<file path="src/rtl/scfifo_multichannel.sv">
// Purpose : NUM_CH independent FIFOs sharing one RAM, one write and one read per cycle, each steered by a channel index.
// Latency : read data appears 1 cycle after an accepted rdreq (2 with ADD_RAM_OUTPUT_REG); a written word is readable the next cycle.
// Backpr. : none on the output; writes to a full channel and reads of an empty channel are dropped and flagged (sticky).
//
// Ports
//   clock, aclr_n (async, active low), sclr (sync clear, beats wrreq/rdreq)
//   data/wrreq/wr_chan : write side          rdreq/rd_chan : read side
//   q/q_valid/q_chan   : read data, its strobe and source channel
//   usedw              : per-channel fill count, channel c at [c*(LOG_DEPTH+1) +: LOG_DEPTH+1]
//   empty/full/almost_empty/almost_full : per-channel registered status
//   overflow/underflow : per-channel sticky drop indicators
module scfifo_multichannel #(
    parameter int WIDTH                   = 20,
    parameter int LOG_DEPTH               = 5,
    parameter int NUM_CH                  = 4,
    parameter int LOG_CH                  = 2,
    parameter int ALMOST_FULL_VALUE       = 30,
    parameter int ALMOST_EMPTY_VALUE      = 2,
    parameter int ADD_RAM_OUTPUT_REG      = 0,
    parameter int ALLOW_RWCYCLE_WHEN_FULL = 0
) (
    input  logic                            clock,
    input  logic                            aclr_n,
    input  logic                            sclr,
    input  logic [WIDTH-1:0]                data,
    input  logic                            wrreq,
    input  logic [LOG_CH-1:0]               wr_chan,
    input  logic                            rdreq,
    input  logic [LOG_CH-1:0]               rd_chan,
    output logic [WIDTH-1:0]                q,
    output logic                            q_valid,
    output logic [LOG_CH-1:0]               q_chan,
    output logic [NUM_CH*(LOG_DEPTH+1)-1:0] usedw,
    output logic [NUM_CH-1:0]               empty,
    output logic [NUM_CH-1:0]               full,
    output logic [NUM_CH-1:0]               almost_empty,
    output logic [NUM_CH-1:0]               almost_full,
    output logic [NUM_CH-1:0]               overflow,
    output logic [NUM_CH-1:0]               underflow
);

    localparam int DEPTH = 1 << LOG_DEPTH;
    localparam int UW    = LOG_DEPTH + 1;
    localparam int AW    = LOG_CH + LOG_DEPTH;

    localparam logic [UW-1:0] CNT_FULL = UW'(DEPTH);
    localparam logic [UW-1:0] AF_TH    = UW'(ALMOST_FULL_VALUE);
    localparam logic [UW-1:0] AE_TH    = UW'(ALMOST_EMPTY_VALUE);
    localparam logic          RW_FULL  = (ALLOW_RWCYCLE_WHEN_FULL != 0);
    localparam logic          AE_RST   = (ALMOST_EMPTY_VALUE > 0);

    // Per-channel state
    logic [LOG_DEPTH-1:0] wr_ptr_q [NUM_CH];
    logic [LOG_DEPTH-1:0] wr_ptr_d [NUM_CH];
    logic [LOG_DEPTH-1:0] rd_ptr_q [NUM_CH];
    logic [LOG_DEPTH-1:0] rd_ptr_d [NUM_CH];
    logic [UW-1:0]        usedw_q  [NUM_CH];
    logic [UW-1:0]        usedw_d  [NUM_CH];

    logic [NUM_CH-1:0] empty_q, empty_d;
    logic [NUM_CH-1:0] full_q, full_d;
    logic [NUM_CH-1:0] aempty_q, aempty_d;
    logic [NUM_CH-1:0] afull_q, afull_d;
    logic [NUM_CH-1:0] ovf_q, ovf_d;
    logic [NUM_CH-1:0] unf_q, unf_d;

    // Shared storage, channel index forms the upper address bits
    logic [WIDTH-1:0] mem_q [NUM_CH*DEPTH];

    logic          rd_acc;
    logic          wr_acc;
    logic [AW-1:0] wr_addr;
    logic [AW-1:0] rd_addr;

    // Read stage directly behind the RAM
    logic              s1_vld_q;
    logic [WIDTH-1:0]  s1_dat_q;
    logic [LOG_CH-1:0] s1_chan_q;

    // sclr suppresses both accepts so the RAM and pointers stay untouched by a clearing cycle.
    // A full channel may still take a write when the same channel is popped in that cycle.
    always_comb begin
        rd_acc  = rdreq & ~sclr & ~empty_q[rd_chan];
        wr_acc  = wrreq & ~sclr &
                  (~full_q[wr_chan] | (RW_FULL & rd_acc & (rd_chan == wr_chan)));
        wr_addr = {wr_chan, wr_ptr_q[wr_chan]};
        rd_addr = {rd_chan, rd_ptr_q[rd_chan]};
    end

    always_comb begin
        wr_ptr_d = wr_ptr_q;
        rd_ptr_d = rd_ptr_q;
        usedw_d  = usedw_q;
        empty_d  = empty_q;
        full_d   = full_q;
        aempty_d = aempty_q;
        afull_d  = afull_q;
        ovf_d    = ovf_q;
        unf_d    = unf_q;

        if (sclr) begin
            for (int c = 0; c < NUM_CH; c++) begin
                wr_ptr_d[c] = '0;
                rd_ptr_d[c] = '0;
                usedw_d[c]  = '0;
            end
            empty_d  = '1;
            full_d   = '0;
            aempty_d = {NUM_CH{AE_RST}};
            afull_d  = '0;
            ovf_d    = '0;
            unf_d    = '0;
        end else begin
            for (int c = 0; c < NUM_CH; c++) begin
                if (wr_acc && (wr_chan == LOG_CH'(c))) begin
                    wr_ptr_d[c] = wr_ptr_q[c] + 1'b1;
                end
                if (rd_acc && (rd_chan == LOG_CH'(c))) begin
                    rd_ptr_d[c] = rd_ptr_q[c] + 1'b1;
                end
                // Same-channel push and pop cancel out
                case ({wr_acc && (wr_chan == LOG_CH'(c)), rd_acc && (rd_chan == LOG_CH'(c))})
                    2'b10:   usedw_d[c] = usedw_q[c] + 1'b1;
                    2'b01:   usedw_d[c] = usedw_q[c] - 1'b1;
                    default: usedw_d[c] = usedw_q[c];
                endcase
                if (wrreq && !wr_acc && (wr_chan == LOG_CH'(c))) begin
                    ovf_d[c] = 1'b1;
                end
                if (rdreq && !rd_acc && (rd_chan == LOG_CH'(c))) begin
                    unf_d[c] = 1'b1;
                end
                // Flags come from the next count so they are correct right after the edge
                empty_d[c]  = (usedw_d[c] == '0);
                full_d[c]   = (usedw_d[c] == CNT_FULL);
                aempty_d[c] = (usedw_d[c] < AE_TH);
                afull_d[c]  = (usedw_d[c] >= AF_TH);
            end
        end
    end

    always_ff @(posedge clock or negedge aclr_n) begin
        if (!aclr_n) begin
            wr_ptr_q <= '{default: '0};
            rd_ptr_q <= '{default: '0};
            usedw_q  <= '{default: '0};
            empty_q  <= '1;
            full_q   <= '0;
            aempty_q <= {NUM_CH{AE_RST}};
            afull_q  <= '0;
            ovf_q    <= '0;
            unf_q    <= '0;
        end else begin
            wr_ptr_q <= wr_ptr_d;
            rd_ptr_q <= rd_ptr_d;
            usedw_q  <= usedw_d;
            empty_q  <= empty_d;
            full_q   <= full_d;
            aempty_q <= aempty_d;
            afull_q  <= afull_d;
            ovf_q    <= ovf_d;
            unf_q    <= unf_d;
        end
    end

    // RAM write port; not reset, contents survive clears
    always_ff @(posedge clock) begin
        if (wr_acc) begin
            mem_q[wr_addr] <= data;
        end
    end

    // Read register. A full channel written and read in one cycle hits the same address;
    // the non-blocking write makes the read return the old (oldest queued) word, as required.
    always_ff @(posedge clock or negedge aclr_n) begin
        if (!aclr_n) begin
            s1_vld_q  <= 1'b0;
            s1_dat_q  <= '0;
            s1_chan_q <= '0;
        end else if (sclr) begin
            s1_vld_q  <= 1'b0;
            s1_dat_q  <= '0;
            s1_chan_q <= '0;
        end else begin
            s1_vld_q <= rd_acc;
            if (rd_acc) begin
                s1_dat_q  <= mem_q[rd_addr];
                s1_chan_q <= rd_chan;
            end
        end
    end

    generate
        if (ADD_RAM_OUTPUT_REG != 0) begin : g_out_reg
            logic              s2_vld_q;
            logic [WIDTH-1:0]  s2_dat_q;
            logic [LOG_CH-1:0] s2_chan_q;

            always_ff @(posedge clock or negedge aclr_n) begin
                if (!aclr_n) begin
                    s2_vld_q  <= 1'b0;
                    s2_dat_q  <= '0;
                    s2_chan_q <= '0;
                end else if (sclr) begin
                    s2_vld_q  <= 1'b0;
                    s2_dat_q  <= '0;
                    s2_chan_q <= '0;
                end else begin
                    s2_vld_q <= s1_vld_q;
                    if (s1_vld_q) begin
                        s2_dat_q  <= s1_dat_q;
                        s2_chan_q <= s1_chan_q;
                    end
                end
            end

            assign q       = s2_dat_q;
            assign q_valid = s2_vld_q;
            assign q_chan  = s2_chan_q;
        end else begin : g_no_out_reg
            assign q       = s1_dat_q;
            assign q_valid = s1_vld_q;
            assign q_chan  = s1_chan_q;
        end
    endgenerate

    for (genvar c = 0; c < NUM_CH; c++) begin : g_usedw
        assign usedw[c*UW +: UW] = usedw_q[c];
    end

    assign empty        = empty_q;
    assign full         = full_q;
    assign almost_empty = aempty_q;
    assign almost_full  = afull_q;
    assign overflow     = ovf_q;
    assign underflow    = unf_q;

endmodule

</file>
<file path="config.mk">
export PLATFORM = sky130hd
export DESIGN_NAME = scfifo_multichannel
export DESIGN_NICKNAME = d
export VERILOG_FILES = /design/src/rtl/scfifo_multichannel.sv
export SDC_FILE = /design/constraint.sdc
export NUM_CORES = 2
export LEC_CHECK = 0
export CAP_MARGIN = 5
export CORE_AREA = 4 4 442 444
export CTS_CLUSTER_DIAMETER = 50
export DETAILED_ROUTE_END_ITERATION = 16
export DIE_AREA = 0 0 446 448
export GPL_TIMING_DRIVEN = 1
export PLACE_DENSITY = 0.7
export REMOVE_ABC_BUFFERS = 1
export SLEW_MARGIN = 20
export SYNTH_ARGS = -nofsm -noshare
export SYNTH_HDL_FRONTEND = slang
export SYNTH_SLANG_ARGS = --single-unit
</file>
<file path="constraint.sdc">
create_clock -name clock -period 4.91 [get_ports clock]
set_input_delay 1.473 -clock clock [delete_from_list [all_inputs] [get_ports clock]]
set_output_delay 1.473 -clock clock [all_outputs]
set_load 0.005 [all_outputs]
</file>
==> reports/results.md <==
| Parameter | Reported | Unit |
| --- | --- | --- |
| Maximum number of pins on one net before global-route repair | 125 | - |
| Uppermost metal layer occupied by signal nets | met5 | - |
| Final instance count without filler cells | 9459 | - |
| Endpoint kind of the worst setup timing path | flip-flop | - |
| Async S/R FF share, synth | 0.04156 | - |
| Cell-by-cell trace of the critical path | buf_2 -> buf_4 -> mux4_2 -> or2_2 -> nor2_2 -> buf_12 -> a22oi_1 -> buf_4 -> nand2_1 -> nor4_1 -> buf_4 -> nor3_1 -> a32o_1 | - |
| Number of hold violations in the final report | 0 | - |
| Number of cells after detailed placement | 8949 | - |
| Final worst setup slack | 0.6642 | ns |
| Kind of start point of the critical path | input port | - |
| Share of post-route cells with drive strength above 1 | 0.2325 | - |
| All-layer global routing usage | 0.2987 | - |
| Synthesized area per cell | 17.33 | um^2 |
| Placement Setup Slack | -0.1792 | ns |
| Commonest register cell after synthesis | edfxtp_1 | - |
| Routability Congestion | 0.8935 | - |
| Height of the die | 448 | um |
| Count of fill cells added during filler insertion | 12600 | - |
| Measured slew at the worst slew-check pin | 1.178 | ns |
| Count of instances resized after the clock tree is built | 0 | - |
| Antenna-violating nets left | 0 | - |
| Die ar. | 199800 | um^2 |
| Largest fanout of any net on the critical path | 7 | - |
| Critical Path AT | 5.07 | ns |
| Number of synthesized register bits | 2671 | - |
| Number of cell rows | 161 | - |
| H-tree depth reported by CTS | 5 | - |
| Layout net count | 6763 | - |
| Maximum root-to-sink buffer count | 4 | - |
| Detailed route wirelength on metal2 | 136.5 | mm |
| Pwr Density | 376.9 | nW/um^2 |
| Die X | 446 | um |
| Most numerous cell on the critical path | buf_4 | - |
| Highest attainable clock frequency | 235.5 | MHz |
| Routed metal-1 wire length | 108.6 | mm |
| Wire length of the first global-routing pass | 428.4 | mm |
| Summed negative setup slack over all endpoints | 0 | ns |
| Cell family contributing the most delay on the critical path | simple AND/OR/NAND/NOR gates | - |
| Post-synthesis instance total | 6061 | - |
| Final period utilization | 0.8647 | - |
| Clock tree from TritonCTS | done | - |
| Final critical-path required period | 4.246 | ns |
| DP HPWL | 187.9 | mm |
| CP required | 5.74 | ns |
| Cell variety after synth | 87 | - |
| Vias after detailed routing | 61420 | - |
| Antenna violations before repair | 14 | - |
| Post-route DRC | 0 | - |
| Routed wire length | 296.4 | mm |
| Overflow left after global routing | 0 | - |
| Routed wire length per instance | 31.33 | um |
| Post-synthesis to final-layout area growth | 17.83 | % |
| RSZ-0062 raised after global routing | no | - |
| Portion of the post-synthesis area used by sequential elements | 0.7586 | - |
| Clock latency on the worst-skew pair | 0.93 | ns |
| Quantity of I/O buffers inserted on ports | 99 | - |
| Highest ir drop seen on vdd | 0.3667 | mV |
| Core ar. | 191600 | um^2 |
| Number of vias per cell after detailed routing | 6.494 | - |
| Number of maximum-capacitance constraint violations | 0 | - |
| Clock root buffer | clkbuf_16 | - |
| Sink count of the clock tree | 2671 | - |
| Met3 routed wirelength | 35.07 | mm |
| Post-CTS Setup Inserts | 0 | - |
| Number of pins with negative max-slew slack in the final report | 0 | - |
| IO Count | 100 | - |
| Post-CTS clock slew at the launch and capture registers of the worst setup and hold paths | 0.06 | ns |
| Final design utilization | 0.6459 | - |
| Skew final | 0.06610 | ns |
| EDFF count, synth | 2560 | - |
| Class of the tightest hold or removal check | flip-flop to flip-flop | - |
| Most frequent cells in the layout | edfxtp_1 (2560), nand2_1 (810), buf_4 (477), mux4_2 (365), clkbuf_16 (299) | - |
| Synth Cell Area | 105000 | um^2 |
| Most common cell after layout, fill and taps aside | edfxtp_1 | - |
| Crit path buf inv count | 5 | - |
| Number of setup violations in the final report | 0 | - |
| Cell with the biggest individual delay on the critical path | mux4_2 | - |
| Initial cell density of the core | 0.5481 | - |
| Count of TritonRoute iterations in the first routing pass | 6 | - |
| Number of violations reported at the end of detailed-routing iteration 0 | 9348 | - |
| Synthesis Warnings | 0 | - |
| CP max stage delay | 0.60 | ns |
| Run status | finished clean | - |
| TritonCTS buffer count | 293 | - |
| Via count of the first global-routing pass | 60070 | - |
| Critical path class | input port to flip-flop | - |
| Count of hold-fix buffers inserted at cts | 0 | - |
| Leakage power of the design | 0.04033 | uW |
| Max-Slew Margin vs Limit | 0.2147 | - |
[report_power, final]
part	leakage [uW]	internal, uW	switching [uW]
Combinational	0.0115	225	717
Clock	0.00435	12000	8660
Sequential	0.0245	25000	42.3
Total	0.0403	37200	9420
[path summary, 6_finish.rpt]
path	startpoint	endpoint	slack (ns)	depth (start not counted)
max	rd_chan[0]	q[2]	0.66	13
min	overflow[2]	overflow[2]	0.50	2
max reg2reg	rd_ptr_q[16]	q[2]	0.68	12
min reg2reg	overflow[2]	overflow[2]	0.50	2
max in group asynchronous	aclr_n	empty[0]	3.54	2
min in group asynchronous	aclr_n	usedw[23]	0.51	1
[worst reg2reg max path: cells and delay by family (launching register included)]
| kind | cells | cell delay, ns |
|---|---|---|
| mux | 2 | 1.04 |
| simple gates | 3 | 0.93 |
| buf+inv | 4 | 0.79 |
| compound gates | 3 | 0.75 |
| flops | 1 | 0.62 |
[flip-flops by register name, indices dropped and copies added (netlist names)]
register / cells
rd_ptr_q: 20
almost_full: 4
q_valid: 1
usedw: 24
full: 4
mem_q: 2560
underflow: 4
empty: 4
q: 20
almost_empty: 4
q_chan: 2
wr_ptr_q: 20
overflow: 4
[metal layers]
| layer | vias up | global-route usage |
|---|---|---|
| met5 | - | 0 |
| met4 | 6 | 0.1423 |
| met3 | 688 | 0.07168 |
| met2 | 3947 | 0.4546 |
| met1 | 31420 | 0.4128 |
| li1 | 25360 | - |
[cell type report]
cell class              count  area [um^2]  area share
clock buffers             358         7744     0.06258
diodes                      7        17.52   0.0001416
clock inverters           145         1170    0.009455
repair buffers            732         7896     0.06382
well taps                2526         3161     0.02554
multi-input cells        3000        24010      0.1940
inverters                  20        77.57   0.0006269
flip-flops and latches   2671        79660      0.6438
[through the flow]
step / hold WS [ns] / power, uW / area [um^2]
6_report: 0.4976 / 46630 / 123700
4_1_cts: 0.4847 / 46820 / 123700
3_5_place_dp: 0.4932 / 26430 / 114800
2_1_floorplan: 0.4726 / 25670 / 103300
3_3_place_gp: 0.4801 / 26400 / 114800
5_1_grt: 0.5130 / 47890 / 123700
[synthesized netlist by cell type, drive strengths merged (12+ instances only)]
cell | number | area [um^2]
mux4 | 368 | 8288
nor2b | 92 | 575.6
clkbuf | 175 | 658.1
nand2 | 811 | 3047
buf | 195 | 1044
mux2 | 14 | 161.4
o21ai | 72 | 364.1
a22o | 14 | 122.6
a221oi | 29 | 260.3
a31oi | 108 | 675.7
a21oi | 128 | 640.6
xor2 | 32 | 280.3
ha | 16 | 200.2
dfrtp | 103 | 2577
edfxtp | 2560 | 76870
nor2 | 251 | 954.7
mux2i | 216 | 2162
nor3 | 24 | 120.1
o211ai | 22 | 170.2
o41ai | 12 | 105.1
xnor2 | 29 | 254.0
a211oi | 83 | 628.1
o22ai | 34 | 212.7
and3 | 34 | 212.7
a32oi | 34 | 297.8
or3 | 12 | 75.07
nor4 | 40 | 280.3
a311oi | 33 | 289.0
inv | 18 | 70.07
a22oi | 103 | 773.2
nand3b | 12 | 90.09
nand4 | 21 | 131.4
nand3 | 233 | 1166
[logic make-up (layout without fill, tap and decap cells)]
family	count (synthesis)	after routing	share of synthesized area
flops	2671	2671	0.7586
simple gates	1577	1577	0.06684
compound gates	748	748	0.04954
mux	598	598	0.1011
buf+inv	390	1255	0.01694
xor+xnor	61	61	0.005088
fa+ha+maj	16	16	0.001906
other cells	0	7	0
Note: power is estimated with default switching activity, not from simulation.
